[config.mk]
export PLATFORM = sky130hd
export DESIGN_NAME = serial_rx
export DESIGN_NICKNAME = d
export VERILOG_FILES = /design/src/rtl/serial_rx.sv
export SDC_FILE = /design/constraint.sdc
export NUM_CORES = 1
export LEC_CHECK = 0
export CAP_MARGIN = 5
export CORE_UTILIZATION = 54
export CTS_CLUSTER_DIAMETER = 120
export DETAILED_ROUTE_END_ITERATION = 6
export PLACE_DENSITY = 0.76
export SYNTH_ARGS = -nofsm -noshare
export SYNTH_HDL_FRONTEND = slang
export SYNTH_SLANG_ARGS = --single-unit
[constraint.sdc]
create_clock -name clk -period 2.41 [get_ports clk]
set_clock_uncertainty 0.15 [all_clocks]
set_input_delay 0.482 -clock clk [delete_from_list [all_inputs] [get_ports clk]]
set_output_delay 0.482 -clock clk [all_outputs]
set_load 0.02 [all_outputs]
[src/rtl/serial_rx.sv]
// rtl/serial_rx.sv - UART-style serial frame receiver with mid-bit sampling
//
// Receives start + DATA_BITS (LSB first) [+ even parity] + stop frames on rx.
// Optional feature macro: SERIAL_RX_PARITY_EN (adds PARITY state and parity_err).
//
// Ports:
//   clk        input   rising-edge clock
//   rst_n      input   asynchronous active-low reset
//   rx         input   asynchronous serial line, idle high
//   data_out   output  last correctly framed word (DATA_BITS wide)
//   valid      output  one-cycle pulse, data_out newly updated
//   frame_err  output  one-cycle pulse, stop bit sampled low
//   parity_err output  one-cycle pulse, parity mismatch (SERIAL_RX_PARITY_EN only)

module serial_rx #(
    parameter int CLKS_PER_BIT = 16,
    parameter int DATA_BITS    = 8
) (
    input  logic                 clk,
    input  logic                 rst_n,
    input  logic                 rx,
    output logic [DATA_BITS-1:0] data_out,
    output logic                 valid,
`ifdef SERIAL_RX_PARITY_EN
    output logic                 parity_err,
`endif
    output logic                 frame_err
);

    localparam int CW = $clog2(CLKS_PER_BIT);
    localparam int BW = (DATA_BITS > 1) ? $clog2(DATA_BITS) : 1;

    localparam logic [CW-1:0] HALF_M1  = CW'(CLKS_PER_BIT / 2 - 1);
    localparam logic [CW-1:0] FULL_M1  = CW'(CLKS_PER_BIT - 1);
    localparam logic [BW-1:0] LAST_BIT = BW'(DATA_BITS - 1);

    typedef enum logic [2:0] {
        S_IDLE,
        S_START,
        S_DATA,
`ifdef SERIAL_RX_PARITY_EN
        S_PARITY,
`endif
        S_STOP,
        S_BREAK
    } state_t;

    state_t                r_state;
    logic                  r_sync1;
    logic                  r_sync2;
    logic [CW-1:0]         r_cnt;
    logic [BW-1:0]         r_bit_cnt;
    logic [DATA_BITS-1:0]  r_shift;
`ifdef SERIAL_RX_PARITY_EN
    logic                  r_par;
`endif

    logic w_rxs;
    logic w_mid;

    assign w_rxs = r_sync2;
    // After the half-bit start alignment, every full-bit count lands mid-bit.
    assign w_mid = (r_cnt == FULL_M1);

    always_ff @(posedge clk or negedge rst_n) begin
        if (!rst_n) begin
            r_state   <= S_IDLE;
            r_sync1   <= 1'b1;
            r_sync2   <= 1'b1;
            r_cnt     <= '0;
            r_bit_cnt <= '0;
            r_shift   <= '0;
            data_out  <= '0;
            valid     <= 1'b0;
            frame_err <= 1'b0;
`ifdef SERIAL_RX_PARITY_EN
            r_par      <= 1'b0;
            parity_err <= 1'b0;
`endif
        end else begin
            r_sync1   <= rx;
            r_sync2   <= r_sync1;
            valid     <= 1'b0;
            frame_err <= 1'b0;
`ifdef SERIAL_RX_PARITY_EN
            parity_err <= 1'b0;
`endif
            case (r_state)
                S_IDLE: begin
                    r_cnt     <= '0;
                    r_bit_cnt <= '0;
                    if (!w_rxs) r_state <= S_START;
                end
                S_START: begin
                    if (r_cnt == HALF_M1) begin
                        r_cnt   <= '0;
                        // Line back high at mid start bit: treat as a glitch.
                        r_state <= w_rxs ? S_IDLE : S_DATA;
                    end else begin
                        r_cnt <= r_cnt + 1'b1;
                    end
                end
                S_DATA: begin
                    if (w_mid) begin
                        r_cnt     <= '0;
                        r_shift   <= {w_rxs, r_shift[DATA_BITS-1:1]};
                        r_bit_cnt <= r_bit_cnt + 1'b1;
                        if (r_bit_cnt == LAST_BIT) begin
`ifdef SERIAL_RX_PARITY_EN
                            r_state <= S_PARITY;
`else
                            r_state <= S_STOP;
`endif
                        end
                    end else begin
                        r_cnt <= r_cnt + 1'b1;
                    end
                end
`ifdef SERIAL_RX_PARITY_EN
                S_PARITY: begin
                    if (w_mid) begin
                        r_cnt   <= '0;
                        r_par   <= w_rxs;
                        r_state <= S_STOP;
                    end else begin
                        r_cnt <= r_cnt + 1'b1;
                    end
                end
`endif
                S_STOP: begin
                    if (w_mid) begin
                        r_cnt <= '0;
                        if (w_rxs) begin
                            // Returning to IDLE here lets a start edge half a
                            // bit later be caught for back-to-back frames.
                            r_state <= S_IDLE;
`ifdef SERIAL_RX_PARITY_EN
                            if (^{r_shift, r_par}) begin
                                parity_err <= 1'b1;
                            end else begin
                                data_out <= r_shift;
                                valid    <= 1'b1;
                            end
`else
                            data_out <= r_shift;
                            valid    <= 1'b1;
`endif
                        end else begin
                            frame_err <= 1'b1;
                            r_state   <= S_BREAK;
                        end
                    end else begin
                        r_cnt <= r_cnt + 1'b1;
                    end
                end
                S_BREAK: begin
                    r_cnt <= '0;
                    if (w_rxs) r_state <= S_IDLE;
                end
                default: r_state <= S_IDLE;
            endcase
        end
    end

endmodule

== Yosys cells after proc, flatten, opt, wreduce, memory -nomap -nowiden ==
Index checks and enable logic that the tools add are counted.

* $add $sub $neg: 2
* Equal/unequal tests: 13
* Mux-type cells: 20
* Reduce and logical (&&, ||, !) cells: 9

{| class="wikitable"
|+ Operator list
! cell !! count
|-
| $mux 3 || 8
|-
| $pmux 3 s5 || 1
|-
| $ne 2x2->1 const B || 6
|-
| $pmux 4 s3 || 1
|-
| $mux 4 || 2
|-
| $eq 3x2->1 const B || 2
|-
| $eq 3x3->1 const B || 2
|-
| $mux 1 || 6
|-
| $pmux 3 s2 || 1
|-
| $reduce_and 6->1 || 1
|-
| $add 4x1->4 const B || 1
|-
| $eq 4x3->1 const B || 1
|-
| $eq 4x4->1 const B || 1
|-
| $reduce_and 2->1 || 2
|-
| $reduce_or 2->1 || 2
|-
| $add 3x1->3 const B || 1
|-
| $eq 3x1->1 const B || 1
|-
| $logic_not 3->1 || 1
|-
| $reduce_and 3->1 || 1
|-
| $reduce_bool 3->1 || 1
|-
| $mux 2 || 1
|-
| $reduce_bool 2->1 || 1
|}

* Flip-flop bits (word level): 30
* Output and inout port bits: 10
* Word-level logic and storage cells: 53

== Logic depth before layout (Yosys ltp) ==
Gate-level depths: netlist of run 1.

* Depth after elaboration: 4
* Mapped depth: 5
* Gate-level depth less buffers: 5

== Worst setup path after synthesis of run 1 ==
No wires, ideal clock.

* Path kind: reg2reg
* Start: reg r_cnt[0]
* End: reg r_bit_cnt[1]
* Setup time: 0.125 ns
* Data arrival time: 1.552 ns
* Path slack: 0.583 ns
* Cell stages (with the launch flop): 6
* Buffers on the path: 1
* Cells stage by stage: dfrtp_1 -> ha_1 -> nand4b_4 -> nor3_1 -> buf_4 -> mux2_2

* Cells in the longest elaborated chain, start to end: 3

{| class="wikitable"
|+ RTL lines
! what !! RTL line !! RTL
|-
| from (decl) || 51 || <nowiki>logic [CW-1:0] r_cnt;</nowiki>
|-
| from (signal assigned) || 100 || <nowiki>r_cnt <= r_cnt + 1'b1;</nowiki>
|-
| from (signal assigned) || 116 || <nowiki>r_cnt <= r_cnt + 1'b1;</nowiki>
|-
| from (signal assigned) || 153 || <nowiki>r_cnt <= r_cnt + 1'b1;</nowiki>
|-
| $eq 4x4->1 || 63 || <nowiki>assign w_mid = (r_cnt == FULL_M1);</nowiki>
|-
| $ne 2x2->1 (no source line) || -- ||
|-
| $reduce_and 2->1 (no source line) || -- ||
|-
| to (signal assigned) || 107 || <nowiki>r_bit_cnt <= r_bit_cnt + 1'b1;</nowiki>
|-
| to (decl) || 52 || <nowiki>logic [BW-1:0] r_bit_cnt;</nowiki>
|}

No other way between the ends.
A chain may end at the register's enable or synchronous reset.

== Final worst setup path of run 1 ==
* Start: reg r_cnt[0]
* End: reg data_out[2]

* Cells in the longest elaborated chain, start to end: 2

{| class="wikitable"
|+ RTL lines
! what !! RTL line !! RTL
|-
| $eq 4x4->1 || 63 ||
|-
| $reduce_and 3->1 (no source line) || -- ||
|-
| to (signal assigned) || 145 || <nowiki>data_out <= r_shift;</nowiki>
|-
| to (decl) || 22 || <nowiki>output logic [DATA_BITS-1:0] data_out,</nowiki>
|}

No other way between the ends.

==> results summary, run 1 <==
The final max-slew violation count is 0. The post-route DRC violation count is 0. STA classifies the critical path endpoint as a flop.

The routed wirelength normalized by instance count came out at approximately 15 um. The most instantiated flip-flop cell in the synthesis netlist is sky130_fd_sc_hd__dfrtp_1. Setup repair after global routing left no endpoint under its margin. The placed standard-cell area is approximately 0.0015 sq mm.

The number of nets in the synthesized netlist is roughly 110. The data arrival at the endpoint of the critical path is 2070 ps. The global route total overflow came out at 0. The power density relative to cell area came out at between 800 and 900 mW/mm^2. The number of synthesized flops with an enable pin came out at 0. The worst hold path begins at r_sync1$_DFF_PN1_. For this run, asynchronously set or reset flops after synthesis account for 100.0%.

The worst register-to-register path ends at data_out[2]$_DFFE_PN0P_. The worst-case IR drop observed on VDD is about 0.65 mV. The number of buffers created by CTS came out at 5.

For this configuration, the core starts out at a cell density of 58.05%. The final antenna diode count came out at 0. The setup slack of the critical path after layout came out at just under 400 ps.

The insertion delay to the later sink of the worst-skew pair is ~320 ps. The quantity of gates resized following cts came out at 0. The first-iteration detailed-routing DRC count is 17. The H-tree generated during clock tree synthesis spans 2 levels.

The finished layout cell area is 0.001540 sq mm. The synthesized design devotes to its leading area cell type approximately 54% of total area. The length of the first detailed-routing pass in iterations came out at 4. The count of cells along the worst hold path came out at 0. The deepest clock path buffer count came out at 2.

The cell type with the highest aggregate area in the netlist is sky130_fd_sc_hd__dfrtp_1. The sum of negative setup slack came out at 0 ps. The detail route stage leaves a number of antenna-violating nets equal to 0. The sequential-to-total area share from yosys stat came out at 57.55%. The global-route wire length before repair came out at around 3800 um. The filler-free cell count of the finished design came out at 147. Summing over every cut layer, the via total after detailed routing is slightly above 800. Clock tree synthesis selected as its root buffer the cell sky130_fd_sc_hd__clkbuf_4. The post-synthesis instance total is 102. The worst setup path is of the flop to flop kind. The final RePlAce weighted congestion is between 0.7 and 0.8. At the end of the flow the core is filled with cells to about two thirds. The die outline height came out at 51.23 um.

Buffers added to address setup during post-CTS repair amount to 0. The total chip power is around 1.3 mW. The width of the chip came out at around 50 um. The worst relative slew slack came out at around two thirds.

The die area came out at about 0.0026 sq mm. The mapped cell area came out at 0.001309 sq mm. The synthesized flop and latch total came out at 30. Using the TritonRoute via totals, the vias-per-cell ratio works out to approximately 5.6. The total of hold buffers inserted after clock tree synthesis is 0. Of all nets on the critical path, the largest fanout is 9. The delay of the slowest cell on the worst path is 450 ps. The area growth from synthesis to layout is 17.69%. The I/O pin count came out at 13. Walking the worst path, the cells encountered are ha_1 -> nand4b_4 -> nor3_4 -> mux2_2.

In this run, placement finished with an instance count of between 100 and 150. At the pin with the least slew margin, the transition time is roughly 470 ps. STA classifies the critical path startpoint as a flop. The overall routing resource usage came out at 20.18%.

The distinct cell type count of the synthesized netlist came out at 31. The standard-cell row count is 17. The final worst hold slack is around 210 ps. The reported max-cap violation count came out at 0. The commonest cells after synthesis are 28 x sky130_fd_sc_hd__dfrtp_1, 18 x sky130_fd_sc_hd__mux2_2, 5 x sky130_fd_sc_hd__nand2_1, 5 x sky130_fd_sc_hd__nand3_1, 5 x sky130_fd_sc_hd__nor2_1. After detailed routing, the total wire length is ~2200 um.

The total of buffers placed on input and output ports came out at 12. The number of cells on the worst reg-to-reg path came out at 4. In the final layout, the share of cells above drive strength 1 is between 20 and 30%.

Data on the critical path is required at its endpoint by 2470 ps. The class of the worst hold path is flop to flop. TritonCTS built the clock tree. The worst hold path terminates at r_sync2$_DFF_PN1_. The static leakage power is a little over 0.7 nW. The wire-length estimate of the detail-placed layout is 1439 um. The average cell area after synthesis is approximately 13 sq um.

The final number of setup-violating endpoints came out at 0. The flow ran to the end, and the final reports show no timing, DRC or antenna violations. The upper clock frequency limit came out at ~0.50 GHz. Entering global routing, the biggest net connects 31 pins. The number of antenna violations at the first check in global routing is 0. During synthesis, Yosys emitted a total of 0 warnings. The source of the worst register-to-register timing path is r_cnt[0]$_DFFE_PN0P_. The placeable core region is roughly 0.0023 sq mm. The clock drives 30 sinks. The final layout net count is ~120. Ranked by total cell area, the synthesized netlist is headed by sky130_fd_sc_hd__dfrtp_1 54%, sky130_fd_sc_hd__mux2_2 15%, sky130_fd_sc_hd__dfstp_2 4.0%, sky130_fd_sc_hd__ha_1 2.9%, sky130_fd_sc_hd__nand3_1 1.9%. The register-to-register setup slack is between 300 and 400 ps. The period utilization came out at between 80 and 90%.

The placement-stage worst setup slack is ~440 ps. Clock-pin slew was measured on the worst setup and hold paths at approximately 100 ps. By instance count, the leading cell after synthesis is sky130_fd_sc_hd__dfrtp_1. The number of global-route vias before repair came out at roughly 860. The clock period minus worst slack came out at about 2000 ps. The count of final hold-check violations is 0. The slowest library cell on the worst path is sky130_fd_sc_hd__nor3_4.
==> critical path, delay by kind of cell, from the launching register on <==
kind	cells	cell delay, ps
simple gates	2	610
flops	1	400
mux	1	390
fa+ha+maj	1	350
==> worst max path at each step <==
stage                              start                        to  cells past startpoint
floorplan           r_cnt[0]$_DFFE_PN0P_  r_bit_cnt[1]$_DFFE_PN0P_                      5
global placement    r_cnt[0]$_DFFE_PN0P_   data_out[4]$_DFFE_PN0P_                      4
detailed placement  r_cnt[0]$_DFFE_PN0P_   data_out[0]$_DFFE_PN0P_                      4
CTS                 r_cnt[0]$_DFFE_PN0P_   data_out[0]$_DFFE_PN0P_                      4
global route        r_cnt[0]$_DFFE_PN0P_   data_out[2]$_DFFE_PN0P_                      4
finish              r_cnt[0]$_DFFE_PN0P_   data_out[2]$_DFFE_PN0P_                      4
==> cells in the final DEF, fill, tap and decap left out <==
| master | instances |
|---|---|
| sky130_fd_sc_hd__a211o_1 | 1 |
| sky130_fd_sc_hd__a21oi_1 | 3 |
| sky130_fd_sc_hd__a31oi_1 | 1 |
| sky130_fd_sc_hd__and4b_1 | 1 |
| sky130_fd_sc_hd__buf_4 | 2 |
| sky130_fd_sc_hd__bufinv_16 | 1 |
| sky130_fd_sc_hd__clkbuf_1 | 1 |
| sky130_fd_sc_hd__clkbuf_4 | 5 |
| sky130_fd_sc_hd__clkbuf_8 | 1 |
| sky130_fd_sc_hd__clkdlybuf4s50_1 | 12 |
| sky130_fd_sc_hd__dfrtp_1 | 28 |
| sky130_fd_sc_hd__dfstp_2 | 2 |
| sky130_fd_sc_hd__ha_1 | 3 |
| sky130_fd_sc_hd__inv_1 | 2 |
| sky130_fd_sc_hd__mux2_2 | 18 |
| sky130_fd_sc_hd__mux2i_1 | 1 |
| sky130_fd_sc_hd__nand2_1 | 5 |
| sky130_fd_sc_hd__nand2b_1 | 1 |
| sky130_fd_sc_hd__nand3_1 | 5 |
| sky130_fd_sc_hd__nand3b_1 | 2 |
| sky130_fd_sc_hd__nand4_1 | 1 |
| sky130_fd_sc_hd__nand4b_4 | 1 |
| sky130_fd_sc_hd__nor2_1 | 5 |
| sky130_fd_sc_hd__nor2b_1 | 3 |
| sky130_fd_sc_hd__nor3_1 | 2 |
| sky130_fd_sc_hd__nor3_4 | 1 |
| sky130_fd_sc_hd__o211ai_1 | 2 |
| sky130_fd_sc_hd__o21ai_0 | 2 |
| sky130_fd_sc_hd__o21bai_1 | 1 |
| sky130_fd_sc_hd__o22ai_1 | 1 |
| sky130_fd_sc_hd__o311ai_0 | 1 |
| sky130_fd_sc_hd__or2_2 | 1 |
| sky130_fd_sc_hd__or3_1 | 2 |
| sky130_fd_sc_hd__xnor2_1 | 1 |
==> state kept, by name (all words and copies together), names as in the netlist <==
name / cells
r_sync1: 1
frame_err: 1
valid: 1
r_shift: 8
r_state: 3
data_out: 8
r_sync2: 1
r_bit_cnt: 3
r_cnt: 4
==> logic make-up after synthesis <==
group,share of synthesized area (%)
AOI/OAI and AO/OA,5.928
xor gates and xnor gates,0.6693
adders and majority gates,2.868
buffers and inverters,2.390
DFF,57.55
muxes,16.25
and+or+nand+nor,14.34
==> layout make-up <==
cell class                 count  area [sq um]
fill                         173         714.4
sequential                    30         753.2
clock buffer                   7         55.05
tap                           28         35.03
timing repair buffer          14         135.1
clock inverter                 1         30.03
inverter                       2         7.507
multi-input combinational     65         524.3
==> power breakdown <==
group	internal (mW)	switching (mW)	total, mW
logic	0.112	0.125	0.236
registers	0.566	0.122	0.688
clock network	0.248	0.167	0.414
total	0.926	0.413	1.34
==> layer usage <==
metal | vias to the layer above | wire length, um | global-route usage (%)
li1 | 393 | - | -
met3 | 2 | 99 | 7.143
met5 | - | 0 | 0
met2 | 20 | 1051 | 30.92
met4 | 0 | 9 | 9.459
met1 | 402 | 995 | 25.49
Note: power is estimated with default switching activity, not from simulation.
==> run 2, diff against run 1 <==
Settings changed: CORE_UTILIZATION 54 to 49, PLACE_DENSITY 0.76 to 0.73.
Clock period 2.41 ns to 1.7 ns, I/O delays scaled along.
==> results summary, run 2 (synthesized netlist as in run 1, its figures left out) <==
Data on the critical path arrives at its endpoint at 1740 ps. No sink is reached through more buffers than the 2 on the longest clock path. In the layout the commonest cells are 28 x sky130_fd_sc_hd__dfrtp_1, 14 x sky130_fd_sc_hd__mux2_2, 10 x sky130_fd_sc_hd__dlygate4sd2_1.

The delay of the slowest cell on the worst path is about 420 ps. The power density relative to cell area came out at 1240 mW/mm^2. Cells with a size suffix above 1 make up approximately a third of the layout. In this run the most critical hold path is launched from r_sync1$_DFF_PN1_. The endpoint required time on the critical path came out at 1770 ps. For the final routed database, the setup TNS stands at 0 ps. The worst relative slew slack is about three quarters. The slowest library cell on the worst path is sky130_fd_sc_hd__dfrtp_1. The total number of vias came out at around 890. The critical path launch point type is a flop. The global-route wire length before repair came out at ~3800 um.

The width of the chip is between 50 and 60 um. The source of the worst register-to-register timing path is r_cnt[1]$_DFFE_PN0P_. The upper clock frequency limit came out at 0.5964 GHz. In this run the remaining antenna-violating nets after routing total 0. The flow ran to the end, and the final reports show no timing, DRC or antenna violations.

The class of the worst hold path is flop to flop. The length of the first detailed-routing pass in iterations came out at 6. The detailed-placement wirelength estimate came out at 1653 um. Using the TritonRoute via totals, the vias-per-cell ratio works out to around 5.6.

The number of global-route vias before repair is roughly 800. The placeable core region came out at around 0.0025 sq mm. The final number of setup-violating endpoints is 0. The count of final hold-check violations came out at 0. Global routing used about a fifth of the available tracks. The period utilization came out at between 90% and 100%. For this run, design rule violations remaining after detail routing come to 0. Summing all multi-input logic gate instances after layout gives around 560 sq um. The pin count of the biggest net entering global routing is 31. The worst setup path category is flop to flop. The number of filler instances in the final layout came out at 182. The root buffer selected by CTS is sky130_fd_sc_hd__clkbuf_4. The finished layout cell area came out at ~0.0017 sq mm. The standard-cell row count came out at 18. Dividing the detail-routed wire length by the instance count gives 15.57 um.

After clock tree synthesis, the clock-pin slew on the worst setup and hold paths is roughly 90 ps. The tool flagged a number of max-cap violations equal to 0. The critical path goes through ha_4 -> nand4b_4 -> nor3_4 -> buf_12 -> mux2_2. The number of buffers created by CTS is 5. Setup repair after global routing could not meet its margin everywhere. The footprint of the flip-flops and latches came out at ~750 sq um. The largest vdd supply drop is roughly 1.0 mV. The die covers approximately 0.0029 sq mm. The most critical setup path has its startpoint at r_cnt[1]$_DFFE_PN0P_. The final RePlAce weighted congestion came out at 0.8658. The I/O pin count is 13. The later pin in the worst-skew pair is clocked with a latency of roughly 330 ps. The final max-slew violation count was 0. TritonCTS built the clock tree.

The clock sink total came out at 30. The clock period minus worst slack is between 1500 and 2000 ps. The global route total overflow is 0. The first-iteration detailed-routing DRC count is 16. The highest fanout seen on the critical path is 9.

The die outline height is between 50 and 60 um. The total of buffers placed on input and output ports is 12. CTS built an H-tree with a depth of 2. The largest registers in the layout are data_out (8), r_shift (8), r_cnt (4). The placed standard-cell area came out at approximately 0.0016 sq mm. At the pin with the least slew margin, the transition time is around 340 ps.

The static leakage power came out at 0.8420 nW. The net count of the finished layout is 134. The final antenna diode count is 0.

The most common cell after layout, fill and taps aside is sky130_fd_sc_hd__dfrtp_1. The number of antenna violations at the first check in global routing is 0. The initial core utilization came out at between 50% and 60%. The worst setup path is captured at a flop.

The area added between synthesis and finish is 27.82%. The post-detailed-routing wire length came out at 2460 um.
[run 2: cell count changes in the layout (fill, tap and decap cells not counted), moves of 2 or more]
cell                              change
sky130_fd_sc_hd__clkdlybuf4s50_1     -10
sky130_fd_sc_hd__dlygate4sd2_1       +10
sky130_fd_sc_hd__buf_4                +6
sky130_fd_sc_hd__mux2_2               -4
sky130_fd_sc_hd__mux2_4               +4
sky130_fd_sc_hd__buf_12               +2
sky130_fd_sc_hd__buf_6                +2
[run 2: per-stage QoR]
stage	instances	total power, mW	setup WS, ps	hold WS [ps]	util, %
6_report	158	2.075	23.29	209.6	66.92
5_1_grt	158	2.185	-37.07	215.1	66.92
4_1_cts	157	2.042	17.52	211.5	65.07
3_5_place_dp	150	1.470	35.33	198.7	62.31
3_3_place_gp	150	1.425	71.22	197.8	62.31
2_1_floorplan	102	1.244	6.988	-105.6	-
[run 2: cell type report]
cell class | count | area share [%]
Clock buffer | 6 | 3.067
Timing Repair Buffer | 24 | 13.76
Multi-Input combinational cell | 65 | 33.66
Sequential cell | 30 | 45.03
Tap cell | 30 | 2.244
Clock inverter | 1 | 1.795
Inverter | 2 | 0.4488
[run 2: layer usage]
layer,track usage [%],share of wire (%),vias up
met2,28.81,46,29
met5,0,0,-
li1,-,-,417
met4,12.28,3.5,0
met3,9.322,6.0,10
met1,23.68,44,432
[run 2: path summary, 6_finish.rpt]
kind	to	slack, ps	depth (start not counted)
max reg2reg	data_out[7]$_DFFE_PN0P_	20	5
min	r_sync2$_DFF_PN1_	210	0
min in group asynchronous	data_out[0]$_DFFE_PN0P_	220	2
min reg2reg	r_sync2$_DFF_PN1_	210	0
max in group asynchronous	r_sync2$_DFF_PN1_	950	2
max	data_out[7]$_DFFE_PN0P_	20	5
[run 2: critical path, delay by kind of cell, from the launching register on]
| family | cells | cell delay, ps |
|---|---|---|
| adder cells (fa/ha/maj) | 1 | 170 |
| buffers and inverters | 1 | 160 |
| flip-flops | 1 | 420 |
| multiplexers | 1 | 340 |
| AND/OR/NAND/NOR | 2 | 320 |
[run 2: where the power goes]
group | switching, mW | total [mW] | internal [mW]
Sequential | 0.103 | 0.908 | 0.804
Clock | 0.230 | 0.572 | 0.342
Combinational | 0.326 | 0.595 | 0.269
[run 2: timing repair]
action	4_1_cts	5_1_grt
setup endpoints to repair	10	18
hold buffers	0	0
resized for setup	10	9
buffers inserted	0	0
gates cloned	0	1
==> run 3, diff against run 2 <==
Settings changed: SKIP_CTS_REPAIR_TIMING set to 1.
==> results summary, run 3 (synthesized netlist as in run 1, its figures left out) <==
13 I/O pins were placed. The clock sink total is 30. The highest fanout seen on the critical path is 9.

In this run the number of H-tree levels came out at 2. The routed wirelength normalized by instance count is between 15 and 20 um. The library cells used most frequently in the layout, excluding fill and tap cells, are 28 x sky130_fd_sc_hd__dfrtp_1, 14 x sky130_fd_sc_hd__mux2_2, 10 x sky130_fd_sc_hd__dlymetal6s2s_1. The critical path is of the flop to flop type. The origin of the worst setup path is r_cnt[1]$_DFFE_PN0P_.

The pre-antenna-repair detailed-routing pass consisted of 6 iterations. The total chip power came out at 2.079 mW. The global route total overflow came out at 0. The slew at the pin with the worst max-slew slack is around 340 ps. The static leakage power came out at slightly below 1 nW. The number of global-route vias before repair came to 819.

The class of the worst hold path is input port to asynchronous set/reset pin. The library cell used most frequently in the layout, excluding fill and tap cells, is sky130_fd_sc_hd__dfrtp_1. The register-to-register setup slack came out at about 9.6 ps. The core utilization of the finished layout came out at approximately two thirds. The final route contains 894 vias. The number of antenna violations at the first check in global routing is 0. The power density relative to cell area came out at ~1200 mW/mm^2. Subtracting the final worst setup slack from the clock period gives between 1500 and 2000 ps. TritonCTS built the clock tree. The upper clock frequency limit is a little under 0.6 GHz. Setup violations remaining at the end of the flow were counted as 0. After layout, the worst path uses approximately 99% of the clock period. In the final layout, the registers with the most flip-flops are data_out (8), r_shift (8), r_cnt (4). Across every metal layer, demand over resource in global routing totals 19.88%. Setup repair after global routing could not meet its margin everywhere. For the worst setup path, the data required time is 1770 ps.

The final max-slew violation count came out at 0. The final layout net count is approximately 130. The insertion delay to the later sink of the worst-skew pair came out at about 330 ps. The standard-cell row count is 18. The worst relative slew slack came out at roughly 77%. The placeable core region came out at approximately 0.0025 sq mm. The source of the worst register-to-register timing path is r_cnt[1]$_DFFE_PN0P_. The initial core utilization came out at roughly 52%. The post-route netlist has 34.38% of its cells at a drive strength greater than 1. The cell sitting at the root of the clock tree is a sky130_fd_sc_hd__clkbuf_4. Buffers inserted during clock tree synthesis total 5.

Clock-pin slew was measured on the worst setup and hold paths at approximately 90 ps. The detailed-placement wirelength estimate came out at ~1700 um. The sum of negative setup slack is 0 ps. The largest vdd supply drop is a little over 1 mV. The post-detailed-routing wire length is ~2500 um.

STA classifies the critical path startpoint as a flop. The final RePlAce weighted congestion came out at between 0.8 and 0.9. The width of the chip is 53.68 um. In the routed layout, each cell is associated on average with a via count of 5.658. The die area came out at slightly below 0.003 sq mm. The area added between synthesis and finish is 30.69%. The reported max-cap violation count came out at 0. After detailed routing, the number of remaining DRC violations is 0. The pin count of the biggest net entering global routing came out at 31.

The die outline height came out at between 50 and 60 um. The first-iteration detailed-routing DRC count came out at 19. The remaining antenna violation count after routing came out at 0. The data arrival at the endpoint of the critical path came out at 1760 ps. The global-route wire length before repair came out at 3774 um. The deepest clock path buffer count is 2. The final antenna diode count is 0. The total of buffers placed on input and output ports came out at 12. The flow ran to the end, and the final reports show no timing, DRC or antenna violations.

The kind of end point of the critical path is a flop. The count of final hold-check violations came out at 0.
run 3: cell type report:
class | instances | area, sq um
sequential | 30 | 753.2
fill | 169 | 789.5
inverter | 2 | 7.507
clock inverter | 1 | 30.03
tap | 30 | 37.54
clock buffer | 6 | 51.30
timing repair buffer | 24 | 267.8
multi-input combinational | 65 | 563.0
run 3: critical path, cell delays in order (launching register included):
cell and delay (ps):
sky130_fd_sc_hd__dfrtp_1 430, sky130_fd_sc_hd__ha_4 180, sky130_fd_sc_hd__nand4b_4 130, sky130_fd_sc_hd__nor3_4 190, sky130_fd_sc_hd__buf_12 160, sky130_fd_sc_hd__mux2_2 340
run 3: path summary, 6_finish.rpt:
| kind | to | cells after the start |
|---|---|---|
| worst max-delay path | data_out[7]$_DFFE_PN0P_ | 5 |
| worst min-delay path | data_out[0]$_DFFE_PN0P_ | 2 |
| worst max register to register | data_out[7]$_DFFE_PN0P_ | 5 |
| worst min register to register | r_sync2$_DFF_PN1_ | 0 |
| max in group asynchronous | r_sync2$_DFF_PN1_ | 2 |
| min in group clk | r_sync2$_DFF_PN1_ | 0 |
run 3: where the power goes:
part | total, mW | switching [mW] | internal [mW]
combinational | 0.596 | 0.325 | 0.271
clock | 0.573 | 0.231 | 0.342
sequential | 0.910 | 0.106 | 0.804
run 3: metrics by stage:
step           cells  instance area [sq um]  hold slack, ps  setup WS (ps)
2_1_floorplan    102                   1316          -105.6          6.988
3_3_place_gp     150                   1558           197.8          71.22
3_5_place_dp     150                   1558           198.7          35.33
4_1_cts          157                   1639           211.5         -114.8
5_1_grt          158                   1710           215.1         -38.50
6_report         158                   1710           209.6          9.595
run 3: layer usage:
metal	routed length, um	part of all wire (%)	GRT usage (%)
met1	1103	43	23.68
met2	1199	47	28.81
met3	152	6.0	9.322
met4	86	3.4	12.28
met5	0	0	0
